$ cat config.mk
export PLATFORM = sky130hd
export DESIGN_NAME = blink_period_meter
export DESIGN_NICKNAME = d
export VERILOG_FILES = /design/src/rtl/blink_pkg.sv /design/src/rtl/sync_edge_det.sv /design/src/rtl/blink_period_meter.sv
export SDC_FILE = /design/constraint.sdc
export NUM_CORES = 1
export LEC_CHECK = 0
export BUFFER_PORTS_ARGS = -buffer_cell sky130_fd_sc_hd__buf_2
export CAP_MARGIN = 20
export CELL_PAD_IN_SITES_DETAIL_PLACEMENT = 2
export CELL_PAD_IN_SITES_GLOBAL_PLACEMENT = 2
export CORE_MARGIN = 2
export CORE_UTILIZATION = 30
export CTS_CLUSTER_SIZE = 25
export DETAILED_ROUTE_END_ITERATION = 6
export HOLD_SLACK_MARGIN = 0.06
export PLACE_DENSITY_LB_ADDON = 0.05
export SYNTH_ARGS = -nofsm -noshare
export SYNTH_HDL_FRONTEND = slang
export SYNTH_SLANG_ARGS = --single-unit
$ cat constraint.sdc
create_clock -name clk -period 3.86 [get_ports clk]
set_clock_uncertainty 0.15 [all_clocks]
set_input_delay 0.772 -clock clk [delete_from_list [all_inputs] [get_ports clk]]
set_output_delay 0.772 -clock clk [all_outputs]
set_load 0.01 [all_outputs]
$ cat src/rtl/blink_pkg.sv
// ----------------------------------------------------------------------------
// blink_pkg
// Definitions shared by the LED blinker and the blink period meter.
//   meter_state_t    : period meter FSM encoding (S_IDLE, S_MEASURE)
//   CLK_PER_MS_50MHZ : clk cycles per millisecond on the 50 MHz board
// ----------------------------------------------------------------------------
package blink_pkg;

    typedef enum logic [0:0] {
        S_IDLE    = 1'b0,
        S_MEASURE = 1'b1
    } meter_state_t;

    localparam int CLK_PER_MS_50MHZ = 50000;

endpackage : blink_pkg

$ cat src/rtl/sync_edge_det.sv
// ----------------------------------------------------------------------------
// sync_edge_det
// Brings an asynchronous input into the clk domain through a flop chain and
// flags its edges. Also used for the board's push-button inputs.
//
// Parameters:
//   SYNC_STAGES : synchronizer flop count (must be 2 or more)
// Ports:
//   clk        in  clock
//   rst        in  synchronous active-high reset (clears chain and delay flop)
//   i_async_in in  asynchronous input
//   o_sync_out out synchronized level
//   o_sync_d   out o_sync_out delayed one cycle
//   o_rise     out one-cycle pulse on a 0->1 change of o_sync_out
//   o_fall     out one-cycle pulse on a 1->0 change of o_sync_out
//   o_any      out o_rise | o_fall
// ----------------------------------------------------------------------------
module sync_edge_det #(
    parameter int SYNC_STAGES = 2
) (
    input  logic clk,
    input  logic rst,
    input  logic i_async_in,
    output logic o_sync_out,
    output logic o_sync_d,
    output logic o_rise,
    output logic o_fall,
    output logic o_any
);

    logic [SYNC_STAGES-1:0] r_sync;
    logic                   r_sync_d;

    // NOTE: sequential state uses non-blocking assignments so every flop in
    // the chain samples its predecessor's pre-edge value.
    always_ff @(posedge clk) begin
        if (rst) begin
            r_sync   <= '0;
            r_sync_d <= 1'b0;
        end else begin
            r_sync   <= {r_sync[SYNC_STAGES-2:0], i_async_in};
            r_sync_d <= r_sync[SYNC_STAGES-1];
        end
    end

    assign o_sync_out = r_sync[SYNC_STAGES-1];
    assign o_sync_d   = r_sync_d;
    assign o_rise     =  o_sync_out & ~r_sync_d;
    assign o_fall     = ~o_sync_out &  r_sync_d;
    assign o_any      =  o_sync_out ^  r_sync_d;

endmodule : sync_edge_det

$ cat src/rtl/blink_period_meter.sv
// ----------------------------------------------------------------------------
// blink_period_meter
// Measures the time between level changes of an asynchronous toggling input
// (e.g. a blinker LED line) in whole milliseconds. The first edge after reset
// or after a timeout only arms the meter; every later edge publishes the
// interval since the previous edge.
//
// Build option:
//   BLINK_METER_FULL_PERIOD_EN : when defined only rising edges are counted,
//   so o_period_ms reports the full blink period and o_period_lvl is tied 0.
//
// Parameters:
//   CLK_PER_MS  : clk cycles per millisecond tick
//   CNT_W       : width of the ms counter and of o_period_ms
//   SYNC_STAGES : synchronizer depth (2 or more)
// Ports:
//   clk          in  clock
//   rst          in  synchronous active-high reset
//   i_sig_in     in  asynchronous toggling input
//   o_period_ms  out last measured interval in ms, holds between updates
//   o_period_vld out one-cycle pulse when o_period_ms updates
//   o_period_lvl out input level during the measured interval
//   o_timeout    out sticky: no edge for 2^CNT_W ms while measuring
// ----------------------------------------------------------------------------
module blink_period_meter
    import blink_pkg::*;
#(
    parameter int CLK_PER_MS  = CLK_PER_MS_50MHZ,
    parameter int CNT_W       = 16,
    parameter int SYNC_STAGES = 2
) (
    input  logic             clk,
    input  logic             rst,
    input  logic             i_sig_in,
    output logic [CNT_W-1:0] o_period_ms,
    output logic             o_period_vld,
    output logic             o_period_lvl,
    output logic             o_timeout
);

    localparam int               PRESC_W   = (CLK_PER_MS > 1) ? $clog2(CLK_PER_MS) : 1;
    localparam logic [PRESC_W-1:0] PRESC_MAX = PRESC_W'(CLK_PER_MS - 1);
    localparam logic [CNT_W-1:0]   CNT_MAX   = '1;

    // ------------------------------------------------------------------
    // Synchronizer and edge detection
    // ------------------------------------------------------------------
    logic w_sync_out;
    logic w_sync_d;
    logic w_rise;
    logic w_fall;
    logic w_any;
    logic w_edge;

    sync_edge_det #(
        .SYNC_STAGES (SYNC_STAGES)
    ) u_sync_edge_det (
        .clk        (clk),
        .rst        (rst),
        .i_async_in (i_sig_in),
        .o_sync_out (w_sync_out),
        .o_sync_d   (w_sync_d),
        .o_rise     (w_rise),
        .o_fall     (w_fall),
        .o_any      (w_any)
    );

`ifdef BLINK_METER_FULL_PERIOD_EN
    // Falling edges are invisible: no prescaler restart, no capture.
    assign w_edge = w_rise;
    logic w_unused_edge;
    assign w_unused_edge = ^{w_sync_out, w_sync_d, w_fall, w_any};
`else
    assign w_edge = w_any;
    logic w_unused_edge;
    assign w_unused_edge = ^{w_sync_out, w_rise, w_fall};
`endif

    // ------------------------------------------------------------------
    // Millisecond prescaler: free-running, restarted by every edge so the
    // ms count is phase-aligned to the start of the interval.
    // ------------------------------------------------------------------
    logic [PRESC_W-1:0] r_presc;
    logic               w_tick;

    assign w_tick = (r_presc == PRESC_MAX);

    always_ff @(posedge clk) begin
        if (rst) begin
            r_presc <= '0;
        end else if (w_edge || w_tick) begin
            r_presc <= '0;
        end else begin
            r_presc <= r_presc + 1'b1;
        end
    end

    // ------------------------------------------------------------------
    // FSM
    // ------------------------------------------------------------------
    meter_state_t     r_state;
    meter_state_t     w_state_next;
    logic             w_arm;      // IDLE edge: start measuring
    logic             w_capture;  // MEASURE edge: publish interval
    logic             w_expire;   // MEASURE overflow: raise timeout

    logic [CNT_W-1:0] r_ms_cnt;
    logic             w_ms_full;
    logic [CNT_W-1:0] w_capture_val;

    assign w_ms_full = (r_ms_cnt == CNT_MAX);
    // A tick coinciding with the edge belongs to the closing interval;
    // the captured value saturates instead of wrapping.
    assign w_capture_val = (w_tick && !w_ms_full) ? r_ms_cnt + 1'b1 : r_ms_cnt;

    always_ff @(posedge clk) begin
        if (rst) begin
            r_state <= S_IDLE;
        end else begin
            r_state <= w_state_next;
        end
    end

    // NOTE: every signal driven here gets a default first, so no path leaves
    // it unassigned and no latch is inferred.
    always_comb begin
        w_state_next = r_state;
        w_arm        = 1'b0;
        w_capture    = 1'b0;
        w_expire     = 1'b0;
        unique case (r_state)
            S_IDLE: begin
                if (w_edge) begin
                    w_arm        = 1'b1;
                    w_state_next = S_MEASURE;
                end
            end
            S_MEASURE: begin
                // Edge has priority over an overflow in the same cycle.
                if (w_edge) begin
                    w_capture = 1'b1;
                end else if (w_tick && w_ms_full) begin
                    w_expire     = 1'b1;
                    w_state_next = S_IDLE;
                end
            end
            default: begin
                w_state_next = S_IDLE;
            end
        endcase
    end

    // ------------------------------------------------------------------
    // Datapath registers
    // ------------------------------------------------------------------
    logic [CNT_W-1:0] r_period_ms;
    logic             r_period_vld;
    logic             r_timeout;

    always_ff @(posedge clk) begin
        if (rst) begin
            r_ms_cnt     <= '0;
            r_period_ms  <= '0;
            r_period_vld <= 1'b0;
            r_timeout    <= 1'b0;
        end else begin
            r_period_vld <= w_capture;

            if (w_arm || w_capture || w_expire) begin
                r_ms_cnt <= '0;
            end else if (r_state == S_MEASURE && w_tick) begin
                r_ms_cnt <= r_ms_cnt + 1'b1;
            end

            if (w_capture) begin
                r_period_ms <= w_capture_val;
            end

            if (w_arm) begin
                r_timeout <= 1'b0;
            end else if (w_expire) begin
                r_timeout <= 1'b1;
            end
        end
    end

`ifdef BLINK_METER_FULL_PERIOD_EN
    assign o_period_lvl = 1'b0;
`else
    logic r_period_lvl;

    // The level before the edge is the level held throughout the interval.
    always_ff @(posedge clk) begin
        if (rst) begin
            r_period_lvl <= 1'b0;
        end else if (w_capture) begin
            r_period_lvl <= w_sync_d;
        end
    end

    assign o_period_lvl = r_period_lvl;
`endif

    assign o_period_ms  = r_period_ms;
    assign o_period_vld = r_period_vld;
    assign o_timeout    = r_timeout;

endmodule : blink_period_meter

==> results of run 1 <==
[metal layers]
metal | vias to the layer above | routed length [um]
met4 | 0 | 72
li1 | 1157 | -
met3 | 5 | 155
met1 | 1187 | 3770
met5 | - | 0
met2 | 18 | 3560
[Yosys cell counts (all sizes together), types with 2 or more instances]
library cell / instances / area, sq um
dfxtp: 55 / 1100
a21oi: 37 / 185
o21ai: 29 / 145
nor2: 28 / 105
xor2: 20 / 175
nand2: 19 / 78.8
nand3: 14 / 75.1
clkbuf: 11 / 41.3
buf: 10 / 65.1
o211ai: 9 / 67.6
xnor2: 9 / 78.8
and3: 8 / 50.1
and4: 8 / 72.6
nand4: 7 / 43.8
nor3: 7 / 35.0
or4b: 6 / 60.1
or3: 5 / 31.3
inv: 4 / 15.0
nor2b: 4 / 25.0
nor4: 4 / 25.0
mux2i: 3 / 30.0
nor4b: 3 / 38.8
a21boi: 2 / 26.3
a22oi: 2 / 15.0
ha: 2 / 25.0
nor4bb: 2 / 20.0
[cells by family after synthesis]
family	after synthesis	synth area share, %
simple gates	118	25.3
compound gates	84	17.8
flops	55	40.8
xor+xnor	29	9.41
buf+inv	26	4.64
mux	3	1.11
fa+ha+maj	2	0.927
[flip-flops by register name, summed over array words and instances (netlist names)]
name / cells
o_timeout: 1
u_sync_edge_det.o_sync_d: 1
o_period_ms: 16
r_presc: 16
u_sync_edge_det.r_sync: 2
r_state: 1
r_ms_cnt: 16
o_period_lvl: 1
o_period_vld: 1
[worst max-delay path by stage]
stage / from / to / slack (ns) / cells after the start
after floorplan: rst / r_presc[10] / 1.72 / 7
after global placement: r_presc[0] / o_period_ms[6] / 1.39 / 6
after detailed placement: r_presc[0] / r_presc[14] / 1.36 / 5
after CTS: r_presc[0] / r_presc[14] / 1.35 / 5
after global routing: r_ms_cnt[0] / o_timeout / 1.14 / 6
final: r_presc[0] / o_period_ms[6] / 1.38 / 6
[critical path: stages (launching register included)]
cell	delay (ns)
dfxtp_1	0.38
ha_1	0.21
and4_1	0.28
and4_1	0.64
a21boi_4	0.36
a31oi_1	0.17
a22o_1	0.20
[power groups by stage]
stage	Combinational, mW	Sequential (mW)	Clock, mW
2_1_floorplan	0.0257	0.596	0
3_3_place_gp	0.0386	0.597	0
3_5_place_dp	0.0394	0.597	0
4_1_cts	0.0396	0.584	0.428
5_1_grt	0.0460	0.585	0.449
6_report	0.0393	0.584	0.410
[area by class of cell]
cell class / instances / area share, %
multi-input combinational: 236 / 49.2
sequential: 55 / 36.8
timing repair buffer: 24 / 4.93
tap: 108 / 4.52
clock buffer: 6 / 2.76
clock inverter: 2 / 1.17
inverter: 5 / 0.627
[metrics by stage]
step | area [sq um] | instances | setup WS (ns) | util, % | hold WS [ns]
detailed placement | 2850 | 427 | 1.36 | 32.7 | 0.300
global route | 2990 | 436 | 1.14 | 34.3 | 0.330
floorplan | 2700 | 317 | 1.72 | - | 0.264
CTS | 2970 | 435 | 1.35 | 34.0 | 0.319
global placement | 2850 | 427 | 1.39 | 32.7 | 0.273
finish | 2990 | 436 | 1.38 | 34.3 | 0.315
==> impl_metrics.tcl, run 1 <==
set metrics [dict create \
    outcome "finished clean" \
    worst_pin_slew_ns 0.646 \
    syn-cell-area_sq_um 2700 \
    comb_power_share_pct 3.8 \
    antennaDiodeCount 0 \
    coreArea_sq_um 8720 \
    cts_max_level 2 \
    hold_viol_final 0 \
    yosys_warnings 0 \
    clkTransAtPathRegs_ns 0.10 \
    insertion_delay_ns 0.31 \
    ctsResizeCount 0 \
    worstHoldEndpoint "u_sync_edge_det.r_sync[1]" \
    crit_arrival_ns 2.55 \
    ys_seq_elements 55 \
    cts_root_buf "clkbuf_8" \
    drive_above_1_share_pct 11.6 \
    fill_cells 993 \
    holdPathStages 1 \
    ios 22 \
    grt.met2_usage_pct 27.1 \
    die_y_um 98.8 \
    cts_hold_buffers 0 \
    r2r-end "o_period_ms[6]" \
    rows 34 \
    critPathMaxFanout 16 \
    grt_most_used_layer "met2" \
    multiInputGateArea_sq_um 1470 \
    grt_pass1_vias 2431 \
    ys_seq_area_share_pct 40.8 \
    finalSetupViolCount 0 \
    hp-start "u_sync_edge_det.r_sync[0]" \
    min_period_ns 2.48 \
    start_kind "register" \
    ir_drop_mv 0.128 \
    routedWlPerCell_um 17.3 \
    synth-edff-count 0 \
    fmax_mhz 403 \
    start_util_pct 30.9 \
    r2r_cells 6 \
    dr.first_iter.drc_count 62 \
    p_total_mw 1.03 \
    end_kind "register" \
    vias 2367 \
    syn-mean-instance-area_sq_um 8.51 \
    grt_pass1_wl_um 12800 \
    gr-usage-met1_pct 22.4 \
    layout_commonest_cell "dfxtp_1" \
    syn_nets 322 \
    dp_hpwl_um 5330 \
    p_clk_share_pct 39.7 \
    antenna_found_initial 0 \
    ys_async_sr_fraction_pct 0 \
    cp_data_required_time_ns 3.93 \
    drt_pass1_iterations 4 \
    cap_violations 0 \
    max_slew_margin_pct 56.9 \
    syn_to_final_growth_pct 10.9 \
    viasPerCell 5.43 \
    synth_ff_type "dfxtp_1" \
    final_cell_mix "dfxtp_1, a21oi_1, o21ai_0" \
    post-route-period-util_pct 64.2 \
    die_w_um 98.8 \
    syn_inst 317 \
    rsz0062_at_grt "no" \
    power_switching_mw 0.232 \
    r2r_start "r_presc[0]" \
    ys_types 42 \
    grt_usage_pct 16.3 \
    power.leakage_nw 1.06 \
    p_int_mw 0.800 \
    dieArea_sq_um 9770 \
    port_buffers 21 \
    routed_wl_um 7560 \
    rrSetupSlack_ns 1.38 \
    ant_nets 0 \
    cts_inserted_buffers 5 \
    p_sw_share_pct 22.5 \
    cts_buffer_depth 2 \
    gp_congestion 0.726 \
    post_cts.repair.setup_buffers 0 \
    grt_max_degree 32 \
    grt-ovfl-total 0 \
    grt_use_met3_pct 2.34 \
    clock_sinks 55 \
    crit_type "register to register" \
    nets 332 \
    drc 0 \
    seq_area_sq_um 1100 \
    hold_class "register to register" \
    tritoncts "built" \
    tns_ns 0 \
    power_frac_seq_pct 56.5 \
    powerDensity_nw_per_um2 345 \
    slew_violations 0 \
]
Power figures use the tool's default switching activity.
==> run 2, diff against run 1 <==
==> constraint.sdc (replaced) <==
create_clock -name clk -period 2.45 [get_ports clk]
set_clock_uncertainty 0.15 [all_clocks]
set_input_delay 0.49 -clock clk [delete_from_list [all_inputs] [get_ports clk]]
set_output_delay 0.49 -clock clk [all_outputs]
set_load 0.01 [all_outputs]
==> run 2 against run 1 <==
Critical path depth stayed put. Core utilization is 0.96 points higher. Hold slack worse by 0.076 ns. Critical endpoint is now r_ms_cnt[9].
==> impl_metrics.tcl, run 2 (synthesis gave the netlist of run 1 again) <==
set metrics [dict create \
    ios 22 \
    end_kind "register" \
    clock_sinks 55 \
    r2r_cells 6 \
    seq_area_sq_um 1100 \
    dr.first_iter.drc_count 43 \
    cp_data_required_time_ns 2.54 \
    rsz0062_at_grt "no" \
    fill_cells 995 \
    post_cts.repair.setup_buffers 0 \
    power.leakage_nw 1.12 \
    layout_commonest_cell "dfxtp_1" \
    max_stage_delay_ns 0.53 \
    wl_met2_um 3460 \
    grt_pass1_vias 2443 \
    cts_root_buf "clkbuf_8" \
    fin_util_pct 35.3 \
    holdPathStages 2 \
    routedWlPerCell_um 16.8 \
    cts_hold_buffers 0 \
    ant_nets 0 \
    slew_violations 0 \
    ctsResizeCount 0 \
    grt-ovfl-total 0 \
    holdWs_ns 0.239 \
    crit_type "register to register" \
    post-route-period-util_pct 89.1 \
    gp_congestion 0.743 \
    final_cell_mix "dfxtp_1, a21oi_1, o21ai_0" \
    nets 349 \
    syn_to_final_growth_pct 14.0 \
    postLayoutCellArea_sq_um 3080 \
    tritoncts "built" \
    rows 34 \
    drive_above_1_share_pct 15.4 \
    viasPerCell 5.25 \
    multiInputGateArea_sq_um 1470 \
    fmax_mhz 458 \
    outcome "finished clean" \
    wl_met1_um 3910 \
    postPlaceCellArea_sq_um 3000 \
    grt_usage_pct 16.4 \
    dp_hpwl_um 5610 \
    top_layer "met4" \
    grt_max_degree 32 \
    drt_pass1_iterations 4 \
    final-instance-count-excl-fill 453 \
    coreArea_sq_um 8720 \
    cts_buffer_depth 2 \
    p_total_mw 1.48 \
    critPathMaxFanout 18 \
    crit_chain "ha_1 > and4_1 > and4_4 > nand2_4 > or4b_1 > a21oi_1" \
    hold_class "primary input to register" \
    vias 2378 \
    crit_arrival_ns 2.27 \
    grt_pass1_wl_um 12900 \
    cts_max_level 2 \
    drc 0 \
    hold_viol_final 0 \
    min_period_ns 2.18 \
    die_w_um 98.8 \
    cap_violations 0 \
    routed_wl_um 7610 \
    ir_drop_mv 0.200 \
    worst_pin_slew_ns 0.595 \
    wl_met3_um 164 \
    dieArea_sq_um 9770 \
    max_slew_margin_pct 59.9 \
    dp_cells 445 \
    port_buffers 21 \
    antenna_found_initial 0 \
    finalSetupViolCount 0 \
    cp_slowest_cell "or4b_1" \
    pre_cts_slack_ns 0.263 \
    tns_ns 0 \
    start_util_pct 30.9 \
    antennaDiodeCount 0 \
    start_kind "register" \
    cts_inserted_buffers 5 \
    die_y_um 98.8 \
    powerDensity_nw_per_um2 482 \
    insertion_delay_ns 0.31 \
    clkTransAtPathRegs_ns 0.09 \
    setup_slack_ns 0.268 \
]
run 2: cell count changes in the layout (fill, tap and decap cells not counted), sizes merged:
| cell | before | now |
|---|---|---|
| buf | 24 | 41 |
| bufinv | 1 | 0 |
| clkbuf | 6 | 7 |
run 2: final cells by class:
type	instances	share of cell area, %
clock buffers	7	2.48
multi-input cells	236	47.9
flip-flops and latches	55	35.8
inverters	5	0.610
clock inverters	1	0.163
well taps	108	4.39
repair buffers	41	8.70
run 2: worst max-delay path, delay by kind of cell, from the launching register on:
family	cells	cell delay [ns]
adders and majority gates	1	0.21
and+or+nand+nor	4	1.23
DFF	1	0.37
AOI/OAI and AO/OA	1	0.15
run 2: path summary, 6_finish.rpt:
path,startpoint,endpoint,slack [ns]
setup / recovery,r_presc[0],r_ms_cnt[9],0.27
hold / removal,i_sig_in,u_sync_edge_det.r_sync[0],0.24
setup reg to reg,r_presc[0],r_ms_cnt[9],0.27
hold reg to reg,u_sync_edge_det.r_sync[0],u_sync_edge_det.r_sync[1],0.31
run 2: power by group:
group / total (mW) / switching (mW) / internal (mW)
Sequential: 0.916 / 0.00876 / 0.908
Clock: 0.500 / 0.298 / 0.202
Combinational: 0.0662 / 0.0433 / 0.0229
run 2: per-layer routing:
metal  vias up  track usage (%)
met5         -                0
met4         0             4.11
met3         6             2.41
met2        17             26.0
met1      1162             23.3
li1       1193                -
